### src/rtl/vga_timing_gen.sv
// vga_timing_gen: parametrised VGA raster timing generator.
//   A system-clock divider produces the pixel rate. Horizontal and vertical
//   counters scan the raster with programmable porch/sync/active widths.
//   Every output is registered.
// Ports:
//   clk, rst     system clock, async active-high reset
//   en           run enable; low freezes divider and counters
//   pix_tick     one-clk pulse per pixel period (registered divider tick)
//   hsync/vsync  sync outputs, active level HS_POL / VS_POL
//   video_on     high inside the visible region
//   pixel_x/y    current raster coordinate
//   line_start   one-clk strobe with the first pixel_x==0 of each line
//   frame_start  one-clk strobe with the first (0,0) of each frame
module vga_timing_gen #(
  parameter int   CLK_DIV  = 4,
  parameter int   H_ACTIVE = 640,
  parameter int   H_FP     = 16,
  parameter int   H_SYNC   = 96,
  parameter int   H_BP     = 48,
  parameter int   V_ACTIVE = 480,
  parameter int   V_FP     = 10,
  parameter int   V_SYNC   = 2,
  parameter int   V_BP     = 33,
  parameter logic HS_POL   = 1'b0,
  parameter logic VS_POL   = 1'b0,
  parameter int   CW       = 10
) (
  input  logic          clk,
  input  logic          rst,
  input  logic          en,
  output logic          pix_tick,
  output logic          hsync,
  output logic          vsync,
  output logic          video_on,
  output logic [CW-1:0] pixel_x,
  output logic [CW-1:0] pixel_y,
  output logic          line_start,
  output logic          frame_start
);

  localparam int H_TOTAL = H_ACTIVE + H_FP + H_SYNC + H_BP;
  localparam int V_TOTAL = V_ACTIVE + V_FP + V_SYNC + V_BP;
  localparam int DW      = (CLK_DIV > 1) ? $clog2(CLK_DIV) : 1;

  localparam logic [DW-1:0] DIV_LAST = DW'(CLK_DIV - 1);
  localparam logic [CW-1:0] H_LAST   = CW'(H_TOTAL - 1);
  localparam logic [CW-1:0] V_LAST   = CW'(V_TOTAL - 1);
  localparam logic [CW-1:0] H_ACT    = CW'(H_ACTIVE);
  localparam logic [CW-1:0] V_ACT    = CW'(V_ACTIVE);
  localparam logic [CW-1:0] HS_BEG   = CW'(H_ACTIVE + H_FP);
  localparam logic [CW-1:0] HS_END   = CW'(H_ACTIVE + H_FP + H_SYNC - 1);
  localparam logic [CW-1:0] VS_BEG   = CW'(V_ACTIVE + V_FP);
  localparam logic [CW-1:0] VS_END   = CW'(V_ACTIVE + V_FP + V_SYNC - 1);

  generate
    if (CLK_DIV < 1 || H_ACTIVE < 1 || H_FP < 1 || H_SYNC < 1 || H_BP < 1 ||
        V_ACTIVE < 1 || V_FP < 1 || V_SYNC < 1 || V_BP < 1 ||
        H_TOTAL > (1 << CW) || V_TOTAL > (1 << CW)) begin : g_bad_params
      $error("vga_timing_gen: unsupported parameter set");
    end
  endgenerate

  logic [DW-1:0] div;
  logic [CW-1:0] h_cnt, v_cnt;
  logic          tick_int, h_last, v_last;
  logic          line_wrap_q, frame_wrap_q;

  // With CLK_DIV=1 div is pinned at 0, so tick_int simply follows en.
  assign tick_int = en && (div == DIV_LAST);
  assign h_last   = (h_cnt == H_LAST);
  assign v_last   = (v_cnt == V_LAST);

  // Divider and raster counters.
  always_ff @(posedge clk or posedge rst) begin
    if (rst) begin
      div   <= '0;
      h_cnt <= '0;
      v_cnt <= '0;
    end else begin
      if (en) div <= tick_int ? '0 : div + 1'b1;
      if (tick_int) begin
        if (h_last) begin
          h_cnt <= '0;
          v_cnt <= v_last ? '0 : v_cnt + 1'b1;
        end else begin
          h_cnt <= h_cnt + 1'b1;
        end
      end
    end
  end

  // The wrap flags are captured as the counters wrap and delivered one clk
  // later, alongside the output register that first shows coordinate 0.
  always_ff @(posedge clk or posedge rst) begin
    if (rst) begin
      line_wrap_q  <= 1'b0;
      frame_wrap_q <= 1'b0;
    end else begin
      line_wrap_q  <= tick_int && h_last;
      frame_wrap_q <= tick_int && h_last && v_last;
    end
  end

  // Output register: decodes the counters every clk.
  always_ff @(posedge clk or posedge rst) begin
    if (rst) begin
      pix_tick    <= 1'b0;
      pixel_x     <= '0;
      pixel_y     <= '0;
      video_on    <= 1'b0;
      hsync       <= ~HS_POL;
      vsync       <= ~VS_POL;
      line_start  <= 1'b0;
      frame_start <= 1'b0;
    end else begin
      pix_tick    <= tick_int;
      pixel_x     <= h_cnt;
      pixel_y     <= v_cnt;
      video_on    <= (h_cnt < H_ACT) && (v_cnt < V_ACT);
      hsync       <= (h_cnt >= HS_BEG && h_cnt <= HS_END) ? HS_POL : ~HS_POL;
      vsync       <= (v_cnt >= VS_BEG && v_cnt <= VS_END) ? VS_POL : ~VS_POL;
      line_start  <= line_wrap_q;
      frame_start <= frame_wrap_q;
    end
  end

endmodule

### config.mk
export PLATFORM = sky130hd
export DESIGN_NAME = vga_timing_gen
export DESIGN_NICKNAME = d
export VERILOG_FILES = /design/src/rtl/vga_timing_gen.sv
export SDC_FILE = /design/constraint.sdc
export NUM_CORES = 1
export LEC_CHECK = 0
export CORE_ASPECT_RATIO = 0.6
export CORE_UTILIZATION = 30
export CTS_CLUSTER_SIZE = 8
export DETAILED_ROUTE_END_ITERATION = 8
export PLACE_DENSITY_LB_ADDON = 0.15
export SLEW_MARGIN = 30
export SYNTH_ARGS = -nofsm -noshare
export SYNTH_HDL_FRONTEND = slang
export SYNTH_SLANG_ARGS = --single-unit
### constraint.sdc
create_clock -name clk -period 3.9 [get_ports clk]
set_input_delay 0.39 -clock clk [delete_from_list [all_inputs] [get_ports clk]]
set_output_delay 0.39 -clock clk [all_outputs]
set_load 0.03 [all_outputs]
==> results of run 1 <==
## layout by cell type, fill, tap and decap left out, types with 3 or more instances in the layout
| cell | synthesis | routed |
|---|---|---|
| xor2_1 | 6 | 6 |
| clkdlybuf4s50_1 | 0 | 28 |
| xnor2_1 | 3 | 3 |
| dfrtp_1 | 48 | 48 |
| nor2_1 | 7 | 7 |
| nor3_1 | 3 | 3 |
| clkbuf_8 | 0 | 6 |
| ha_1 | 5 | 5 |
| and3_1 | 4 | 4 |
| nand2_1 | 12 | 12 |
| a21oi_1 | 5 | 5 |
| inv_1 | 11 | 10 |
| nand4_1 | 6 | 6 |
| nand3_1 | 9 | 9 |
| o21ai_0 | 8 | 8 |
## critical path: stages
cell             delay (ps)
clkdlybuf4s50_1         540
and3_1                  260
nand4_1                 410
or4_4                   670
xnor2_2                 140
## sequential cells by signal (all words and copies together) (netlist names)
register and count:
line_wrap_q 1, div 2, v_cnt 10, pix_tick 1, frame_start 1, vsync 1, h_cnt 10, hsync 1
frame_wrap_q 1, pixel_x 10, line_start 1, video_on 1, pixel_y 10
## area by class of cell
class	count	share of cell area, %
clock inverter	1	0.2131
multi-input combinational	88	24.51
timing repair buffer	28	11.93
inverter	12	2.025
tap	80	4.262
clock buffer	7	3.676
sequential	50	53.38
## power groups by stage
stage	logic, mW	registers, mW	clock network, mW
after floorplan	0.0562	0.655	0
after global routing	0.186	0.613	0.337
final	0.165	0.604	0.300
after detailed placement	0.168	0.615	0
after CTS	0.169	0.604	0.311
after global placement	0.164	0.613	0
## kinds of logic (layout without fill, tap and decap cells)
group | after synthesis | after routing | share of synthesized area, %
AND/OR/NAND/NOR | 52 | 52 | 15.18
multiplexers | 2 | 2 | 1.132
XOR/XNOR | 10 | 10 | 5.060
adder cells (fa/ha/maj) | 5 | 5 | 3.329
buffers and inverters | 13 | 48 | 2.663
flip-flops | 50 | 50 | 66.71
AO/OA/AOI/OAI | 19 | 19 | 5.926
## layer usage
metal | up-vias | share of wire, % | routed length [µm]
met5 | - | 0 | 0
met4 | 0 | 1.1 | 39
met3 | 5 | 5.1 | 173
met2 | 36 | 40 | 1367
met1 | 606 | 54 | 1819
li1 | 583 | - | -
## path summary, 6_finish.rpt
| check | endpoint | slack, ps | start |
|---|---|---|---|
| min | line_start | 360 | line_wrap_q |
| max reg2reg | v_cnt[8] | 1680 | h_cnt[5] |
| max | v_cnt[8] | 1660 | en |
| min reg2reg | line_start | 360 | line_wrap_q |
| max in group asynchronous | v_cnt[9] | 2990 | rst |
| min in group asynchronous | frame_start | 520 | rst |
## through the flow
stage | utilization, % | instance area (µm²)
3_3_place_gp | 38.83 | 2255
5_1_grt | 40.44 | 2349
3_5_place_dp | 38.87 | 2257
6_report | 40.44 | 2349
2_1_floorplan | - | 1879
4_1_cts | 40.44 | 2349
==> metrics.sh, run 1 <==
SYNTHESIS.INSTANCES=151
HTREE_NUM_LEVELS=2
CRIT_FANOUT=11
REG2REGPATHDEPTH=4
DETAIL_ROUTE.DRC_VIOLATIONS=0
CRIT_PATH_START_KIND='primary input'
WORST-SETUP-PATH-TYPE='in2reg'
FRACTION_OF_LAYOUT_INSTANCES_USING_A_DRIVE_STRENGTH_ABOVE_1_PCT=7.527
IOPINCOUNT=29
ROWS=21
RESULT_OF_THE_RUN='finished, final reports clean'
TOTALWIRELENGTH_UM=3399
HOLD-PATH-CELL-COUNT=0
COMB_POWER_SHARE_PCT=15.4
SYNTH_EDF_COUNT=0
POST_ROUTE_ANTENNA_NET_VIOLATION_COUNT=0
HPWL_UM=2398
YOSYS-TOP-CELLS-AREA='dfrtp_1 (64%), ha_1 (3.3%), dfstp_2 (2.8%)'
REQUIRED_PS=4080
P_SWITCHING_mW=0.2874
CLKTRANSATPATHREGS_PS=80
GROUTE.LAYER.MET3.USAGE_PCT=4.037
YS_ASYNC_SR_FRACTION_PCT=100.0
SYNTH_COMMONEST_CELLS='dfrtp_1 (48), nand2_1 (12), inv_1 (11)'
FIN_CRIT_PS=2240
CTS_REPAIR_RESIZE_COUNT=0
SEQ_POWER_SHARE_PCT=56.5
FINALPOWER_mW=1.068
WORSTHOLDPATHTYPE='reg2reg'
SYNTH.CELL_AREA_UM2=1879
MULTI_INPUT_AREA_UM2=575.6
SYNTH-WARNING-COUNT=0
SYN_NETS=159
DRT_FIRST_PASS_ITERS=4
ROUTE.DETAILED.WL_PER_INST_UM=12.78
INITIAL_ANTENNA_VIOLATION_COUNT=0
TIMING.FINAL.HOLD_VIOLATIONS=0
PLACEABLECOREAREA_UM2=5807
POWER.IR.VDD_WORST_mV=0.1484
FINAL.SETUP_SKEW_PS=8.086
TIMING_WORST_SLEW_PIN_VALUE_PS=584.7
FINISH.CELL_COUNT_WITHOUT_FILLERS=266
POST_DRT_VIA_CELL_RATIO=4.624
FF_LATCH_AREA_UM2=1254
TIMING.FMAX_GHz=0.4464
GRT_PASS1_WL_UM=5940
SWITCHING_PART_OF_THE_TOTAL_PCT=26.91
POWER_FRAC_CLOCK_PCT=28.0
DIE_HEIGHT_UM=63.31
WORSTPATHARRIVAL_PS=2420
POWER.STATIC_LEAKAGE_nW=1.057
CAP_VIOLATIONS=0
POWER.INTERNAL_mW=0.7807
SYNTH_MOST_COMMON_CELL='dfrtp_1'
SYNTH.FF_LATCH_COUNT=50
GR-MAX-USAGE-LAYER='met1'
SYNTHESIS.AREA_PER_INSTANCE_UM2=12.45
GR-USAGE-MET2_PCT=16.42
CLOCK_PATH_BUFFERS=2
FIN_WS_PS=1660
ROUTED-VIA-COUNT=1230
CTSROOTBUFFERMASTER='clkbuf_8'
FILLERINSTANCES=529
SETUP_TNS_PS=0
AREA_GROWTH_PCT=24.97
GRT_SETUP_UNREPAIRED='no'
LEADING_AREA_CONTRIBUTOR_AFTER_SYNTHESIS='dfrtp_1'
CLK-INSERTION-DELAY-LATE_PS=290
PLACE_INST=258
GROUTE.USAGE.OVERALL_PCT=11.71
SLEW_VIOL_FINAL=0
INITIAL_UTILIZATION_PCT=32.36
NUMBER_OF_BUFFERS_CREATED_BY_CTS=5
GP_ROUTABILITY_CONGESTION=0.8587
MIN_PERIOD_OVER_PERIOD_PCT=57.44
GLOBALROUTEMET1UTIL_PCT=16.55
CHIPWIDTH_UM=104.2
POWER_DENSITY_nW_PER_UM2=454.8
YOSYS_MOST_USED_DFF='dfrtp_1'
FINALSETUPVIOLCOUNT=0
HOLD_WS_PS=357.3
VIAS_IN_THE_FIRST_GLOBAL_ROUTE=1216
POST_CTS_BUFFERS=0
GRT_MAX_DEGREE=51
SLEW_HEADROOM_PCT=61.02
FIN_NETS=193
CRITPATHCAPTURETYPE='flop'
TRITONCTS='done'
IO_BUFFER_COUNT=28
CLOCK-SINKS=50
CTSHOLDBUFFERS=0
SYNTH_LARGEST_TYPE_AREA_FRACTION_PCT=63.91
GLOBALROUTE.TOTALOVERFLOW=0
SYNTH.DISTINCT_CELLS=33
DRT_ITER0_DRC=69
ANTENNADIODECOUNT=0
DESIGN.DIE.AREA_UM2=6595
SEQ_AREA_FRAC_SYNTH_PCT=66.71
DP_SLACK_PS=1379
(Power assumes the default switching activity.)
==> run 2, diff against run 1 <==
==> constraint.sdc (replaced) <==
create_clock -name clk -period 2.3 [get_ports clk]
set_input_delay 0.23 -clock clk [delete_from_list [all_inputs] [get_ports clk]]
set_output_delay 0.23 -clock clk [all_outputs]
set_load 0.03 [all_outputs]
==> metrics.sh, run 2 (synthesis gave the netlist of run 1 again) <==
ANTENNADIODECOUNT=0
SLEW_VIOL_FINAL=0
CTS_REPAIR_RESIZE_COUNT=0
ROUTED-VIA-COUNT=1234
ROWS=21
GRT_SETUP_UNREPAIRED='no'
FIN_WS_PS=396.5
WORSTHOLDPATHTYPE='in2async'
VIAS_IN_THE_FIRST_GLOBAL_ROUTE=1174
CRITPATHCAPTURETYPE='flop'
WORSTPATHARRIVAL_PS=2080
COMB_POWER_SHARE_PCT=15.9
DRT_FIRST_PASS_ITERS=4
POWER.STATIC_LEAKAGE_nW=1.061
FIN_CRIT_PS=1903
GRT_PASS1_WL_UM=5858
RESULT_OF_THE_RUN='finished, final reports clean'
IOPINCOUNT=29
PLACE_INST=260
AREA_GROWTH_PCT=25.50
CLOCK_PATH_BUFFERS=2
HOLD_WS_PS=318.6
HTREE_NUM_LEVELS=2
CAP_VIOLATIONS=0
GRT_MAX_DEGREE=29
WORST-SETUP-PATH-TYPE='reg2reg'
PLACEABLECOREAREA_UM2=5807
SWITCHING_PART_OF_THE_TOTAL_PCT=27.22
DRT_ITER0_DRC=51
TIMING.FMAX_GHz=0.5253
POST_CTS_BUFFERS=0
SLEW_HEADROOM_PCT=61.36
CTSHOLDBUFFERS=0
ROUTE.DETAILED.WL_PER_INST_UM=12.90
HPWL_UM=2433
POWER_DENSITY_nW_PER_UM2=754.0
GROUTE.USAGE.OVERALL_PCT=11.61
SEQ_POWER_SHARE_PCT=57.6
POST_ROUTE_ANTENNA_NET_VIOLATION_COUNT=0
P_SWITCHING_mW=0.4840
CRIT_PATH_START_KIND='flop'
TIMING_WORST_SLEW_PIN_VALUE_PS=578.8
LAYOUT.CELLS.MOST_COMMON_LIST='dfrtp_1 (48), clkdlybuf4s50_1 (28), nand2_1 (12)'
DESIGN.DIE.AREA_UM2=6595
CHIPWIDTH_UM=104.2
SETUP_TNS_PS=0
NUMBER_OF_BUFFERS_CREATED_BY_CTS=5
CLOCK-SINKS=50
POWER.INTERNAL_mW=1.294
FIN_NETS=195
TOTALWIRELENGTH_UM=3444
FINAL_COMMON_CELL='dfrtp_1'
DIE_HEIGHT_UM=63.31
REQUIRED_PS=2480
FINALPOWER_mW=1.778
MIN_PERIOD_OVER_PERIOD_PCT=82.76
TRITONCTS='done'
INITIAL_UTILIZATION_PCT=32.36
POST_DP_CELL_AREA_UM2=2282
INITIAL_ANTENNA_VIOLATION_COUNT=0
POWER.IR.VDD_WORST_mV=0.2437
DETAIL_ROUTE.DRC_VIOLATIONS=0
POST_DRT_VIA_CELL_RATIO=4.622
FINAL.SETUP_SKEW_PS=6.885
GLOBALROUTE.TOTALOVERFLOW=0
POWER_FRAC_CLOCK_PCT=26.4
CRIT_FANOUT=10
FILLERINSTANCES=553
CTSROOTBUFFERMASTER='clkbuf_8'
IO_BUFFER_COUNT=28
POST-ROUTE-CELL-AREA_UM2=2359
FINISH.CELL_COUNT_WITHOUT_FILLERS=267
DP_SLACK_PS=299.7
CLK-INSERTION-DELAY-LATE_PS=290
FINAL_CORE_UTIL_PCT=40.62
FRACTION_OF_LAYOUT_INSTANCES_USING_A_DRIVE_STRENGTH_ABOVE_1_PCT=7.487
GP_ROUTABILITY_CONGESTION=0.8307
CLKTRANSATPATHREGS_PS=80
TIMING.FINAL.HOLD_VIOLATIONS=0
FINALSETUPVIOLCOUNT=0
[run 2: final timing paths]
kind | endpoint | cells past startpoint | from | slack [ps]
min | frame_start | 2 | rst | 320
max in group asynchronous | h_cnt[4] | 3 | rst | 1450
min reg2reg | frame_start | 0 | frame_wrap_q | 360
min in group clk | frame_start | 0 | frame_wrap_q | 360
max | v_cnt[9] | 7 | h_cnt[0] | 400
max reg2reg | v_cnt[9] | 7 | h_cnt[0] | 400
[run 2: layer usage]
metal  routed length, µm  part of all wire [%]  up-vias  global-route usage [%]
met1                1858                    54      600                   17.26
met5                   0                     0        -                       0
met4                  38                   1.1        0                   4.643
li1                    -                     -      587                       -
met3                 204                   5.9        4                   4.348
met2                1343                    39       43                   14.83
[run 2: critical path: stages (launching register included)]
cell      delay [ps]
dfrtp_1          440
ha_1             230
and3_1           190
nand4_1          130
buf_4            190
clkinv_1         290
nand2_1          210
o22ai_1          100
[run 2: layout make-up]
| cell class | instances | area (µm²) | area share [%] |
|---|---|---|---|
| flip-flops and latches | 50 | 1254 | 53.16 |
| multi-input cells | 88 | 575.6 | 24.40 |
| repair buffers | 30 | 307.8 | 13.05 |
| well taps | 80 | 100.1 | 4.244 |
| clock buffers | 7 | 76.32 | 3.236 |
| inverters | 12 | 45.04 | 1.910 |
[run 2: power by group through the flow]
stage	Sequential, mW	Combinational, mW	Clock, mW
after floorplan	1.11	0.0953	0
after global placement	1.04	0.282	0
after detailed placement	1.04	0.289	0
after CTS	1.03	0.289	0.487
after global routing	1.04	0.311	0.535
final	1.03	0.283	0.470
==> run 3, diff against run 2 <==
==> constraint.sdc (replaced) <==
create_clock -name clk -period 1.6 [get_ports clk]
set_input_delay 0.16 -clock clk [delete_from_list [all_inputs] [get_ports clk]]
set_output_delay 0.16 -clock clk [all_outputs]
set_load 0.03 [all_outputs]
==> metrics.sh, run 3 (synthesis gave the netlist of run 1 again) <==
CAP_VIOLATIONS=0
PLACEABLECOREAREA_UM2=5807
FRACTION_OF_LAYOUT_INSTANCES_USING_A_DRIVE_STRENGTH_ABOVE_1_PCT=21.80
SETUP_TNS_PS=-1.238
POST_ROUTE_ANTENNA_NET_VIOLATION_COUNT=0
GROUTE.USAGE.OVERALL_PCT=13.74
GRT_SETUP_UNREPAIRED='yes'
FINAL_COMMON_CELL='dfrtp_1'
POWER.STATIC_LEAKAGE_nW=1.186
CHIPWIDTH_UM=104.2
POWER.IR.VDD_WORST_mV=0.4184
DESIGN.DIE.AREA_UM2=6595
REQUIRED_PS=1800
POWER_FRAC_CLOCK_PCT=28.1
ROWS=21
FIN_CRIT_PS=1601
TIMING_WORST_SLEW_PIN_VALUE_PS=470.6
SLEW_VIOL_FINAL=0
GLOBALROUTE.TOTALOVERFLOW=0
GRT_PASS1_WL_UM=6824
SWITCHING_PART_OF_THE_TOTAL_PCT=28.13
CLOCK_PATH_BUFFERS=2
DRT_FIRST_PASS_ITERS=4
FINALSETUPVIOLCOUNT=1
CLK-INSERTION-DELAY-LATE_PS=300
CRITICAL-PATH-SLOWEST-CELL='or4_4'
HTREE_NUM_LEVELS=2
TRITONCTS='done'
VIOLATIONS_IN_THE_FINAL_REPORTS='setup timing'
CRIT_PATH_START_KIND='flop'
VIAS_IN_THE_FIRST_GLOBAL_ROUTE=1336
P_SWITCHING_mW=0.7815
FINALPOWER_mW=2.779
HPWL_UM=2861
TIMING.FMAX_GHz=0.6245
RESULT_OF_THE_RUN='finished with violations'
FINISH.CELL_COUNT_WITHOUT_FILLERS=291
FINAL.SETUP_SKEW_PS=4.405
CLKTRANSATPATHREGS_PS=90
AREA_GROWTH_PCT=37.95
DIE_HEIGHT_UM=63.31
CRITICAL_PATH_BUF_INV_COUNT=0
IO_BUFFER_COUNT=28
PATH_DELAY_FAMILY='simple AND/OR/NAND/NOR gates'
CTSHOLDBUFFERS=0
TIMING.FINAL.HOLD_VIOLATIONS=0
CRIT_FANOUT=3
CTSROOTBUFFERMASTER='clkbuf_8'
CRITICAL_PATH.MAX_STAGE_DELAY_PS=450
CRIT_PATH_CELL_TRACE='nor4b_4, nand4_1, or4_4, xnor2_2'
NUMBER_OF_BUFFERS_CREATED_BY_CTS=5
PLACE_INST=282
WORST-SETUP-PATH-TYPE='reg2reg'
INITIAL_UTILIZATION_PCT=32.36
FIN_WS_PS=-1.238
INITIAL_ANTENNA_VIOLATION_COUNT=0
POWER.INTERNAL_mW=1.997
FIN_NETS=218
CLOCK-SINKS=50
POWER_DENSITY_nW_PER_UM2=1072
FINAL_CORE_UTIL_PCT=44.65
GP_ROUTABILITY_CONGESTION=0.8259
ROUTED-VIA-COUNT=1293
POST_DRT_VIA_CELL_RATIO=4.443
IOPINCOUNT=29
DRT_ITER0_DRC=96
LAYOUT.CELLS.MOST_COMMON_LIST='dfrtp_1 (48), clkdlybuf4s50_1 (26), buf_4 (22)'
MIN_PERIOD_OVER_PERIOD_PCT=100.1
DETAIL_ROUTE.DRC_VIOLATIONS=0
GRT_MAX_DEGREE=23
TOTALWIRELENGTH_UM=3959
SEQ_POWER_SHARE_PCT=51.6
WORSTHOLDPATHTYPE='in2async'
CRITPATHCAPTURETYPE='flop'
ANTENNADIODECOUNT=0
DP_SLACK_PS=-199.2
ROUTE.DETAILED.WL_PER_INST_UM=13.60
WORSTPATHARRIVAL_PS=1800
SLEW_HEADROOM_PCT=68.58
COMB_POWER_SHARE_PCT=20.3
==> run 3: area by class of cell <==
cell class | instances | area [µm²]
sequential | 50 | 1254
timing repair buffer | 53 | 485.5
tap | 80 | 100.1
fill | 543 | 3214
clock inverter | 2 | 16.27
clock buffer | 6 | 82.58
inverter | 12 | 46.29
multi-input combinational | 88 | 608.1
==> run 3: repair_timing <==
item                                   CTS  global route
pin swaps                                2             1
resized for setup                        8             5
setup endpoints to repair               14            14
endpoints found under the hold margin    0             0
setup buffers                            0             1
==> run 3: path summary, 6_finish.rpt <==
| path | from | to | slack (ps) | depth (start not counted) |
|---|---|---|---|---|
| max | h_cnt[6] | v_cnt[8] | -1 | 4 |
| min | rst | line_start | 190 | 2 |
| max reg2reg | h_cnt[6] | v_cnt[8] | -1 | 4 |
| min reg2reg | frame_wrap_q | frame_start | 360 | 0 |
| max in group asynchronous | rst | h_cnt[7] | 930 | 3 |
| min in group clk | frame_wrap_q | frame_start | 360 | 0 |
==> run 3: layer usage <==
metal	up-vias	track usage (%)	routed length [µm]
met5	-	0	0
li1	639	-	-
met3	6	4.762	214
met2	31	19.17	1557
met1	617	19.63	2137
met4	0	4.821	50
==> run 3: worst reg2reg max path, stage by stage (launching register included) <==
cell,delay [ps]
dfrtp_1,420
nor4b_4,310
nand4_1,170
or4_4,450
xnor2_2,140
==> run 3: through the flow <==
| step | area (µm²) | hold WS, ps |
|---|---|---|
| global placement | 2455 | 335.8 |
| CTS | 2572 | 193.0 |
| finish | 2592 | 185.7 |
| detailed placement | 2455 | 334.7 |
| floorplan | 1887 | 252.7 |
| global route | 2592 | 219.7 |
==> run 3: power groups by stage <==
stage | clock (mW) | combinational [mW] | sequential [mW]
after CTS | 0.811 | 0.570 | 1.43
after floorplan | 0 | 0.141 | 1.60
after global routing | 0.879 | 0.614 | 1.45
after detailed placement | 0 | 0.569 | 1.46
final | 0.781 | 0.564 | 1.43
after global placement | 0 | 0.550 | 1.45
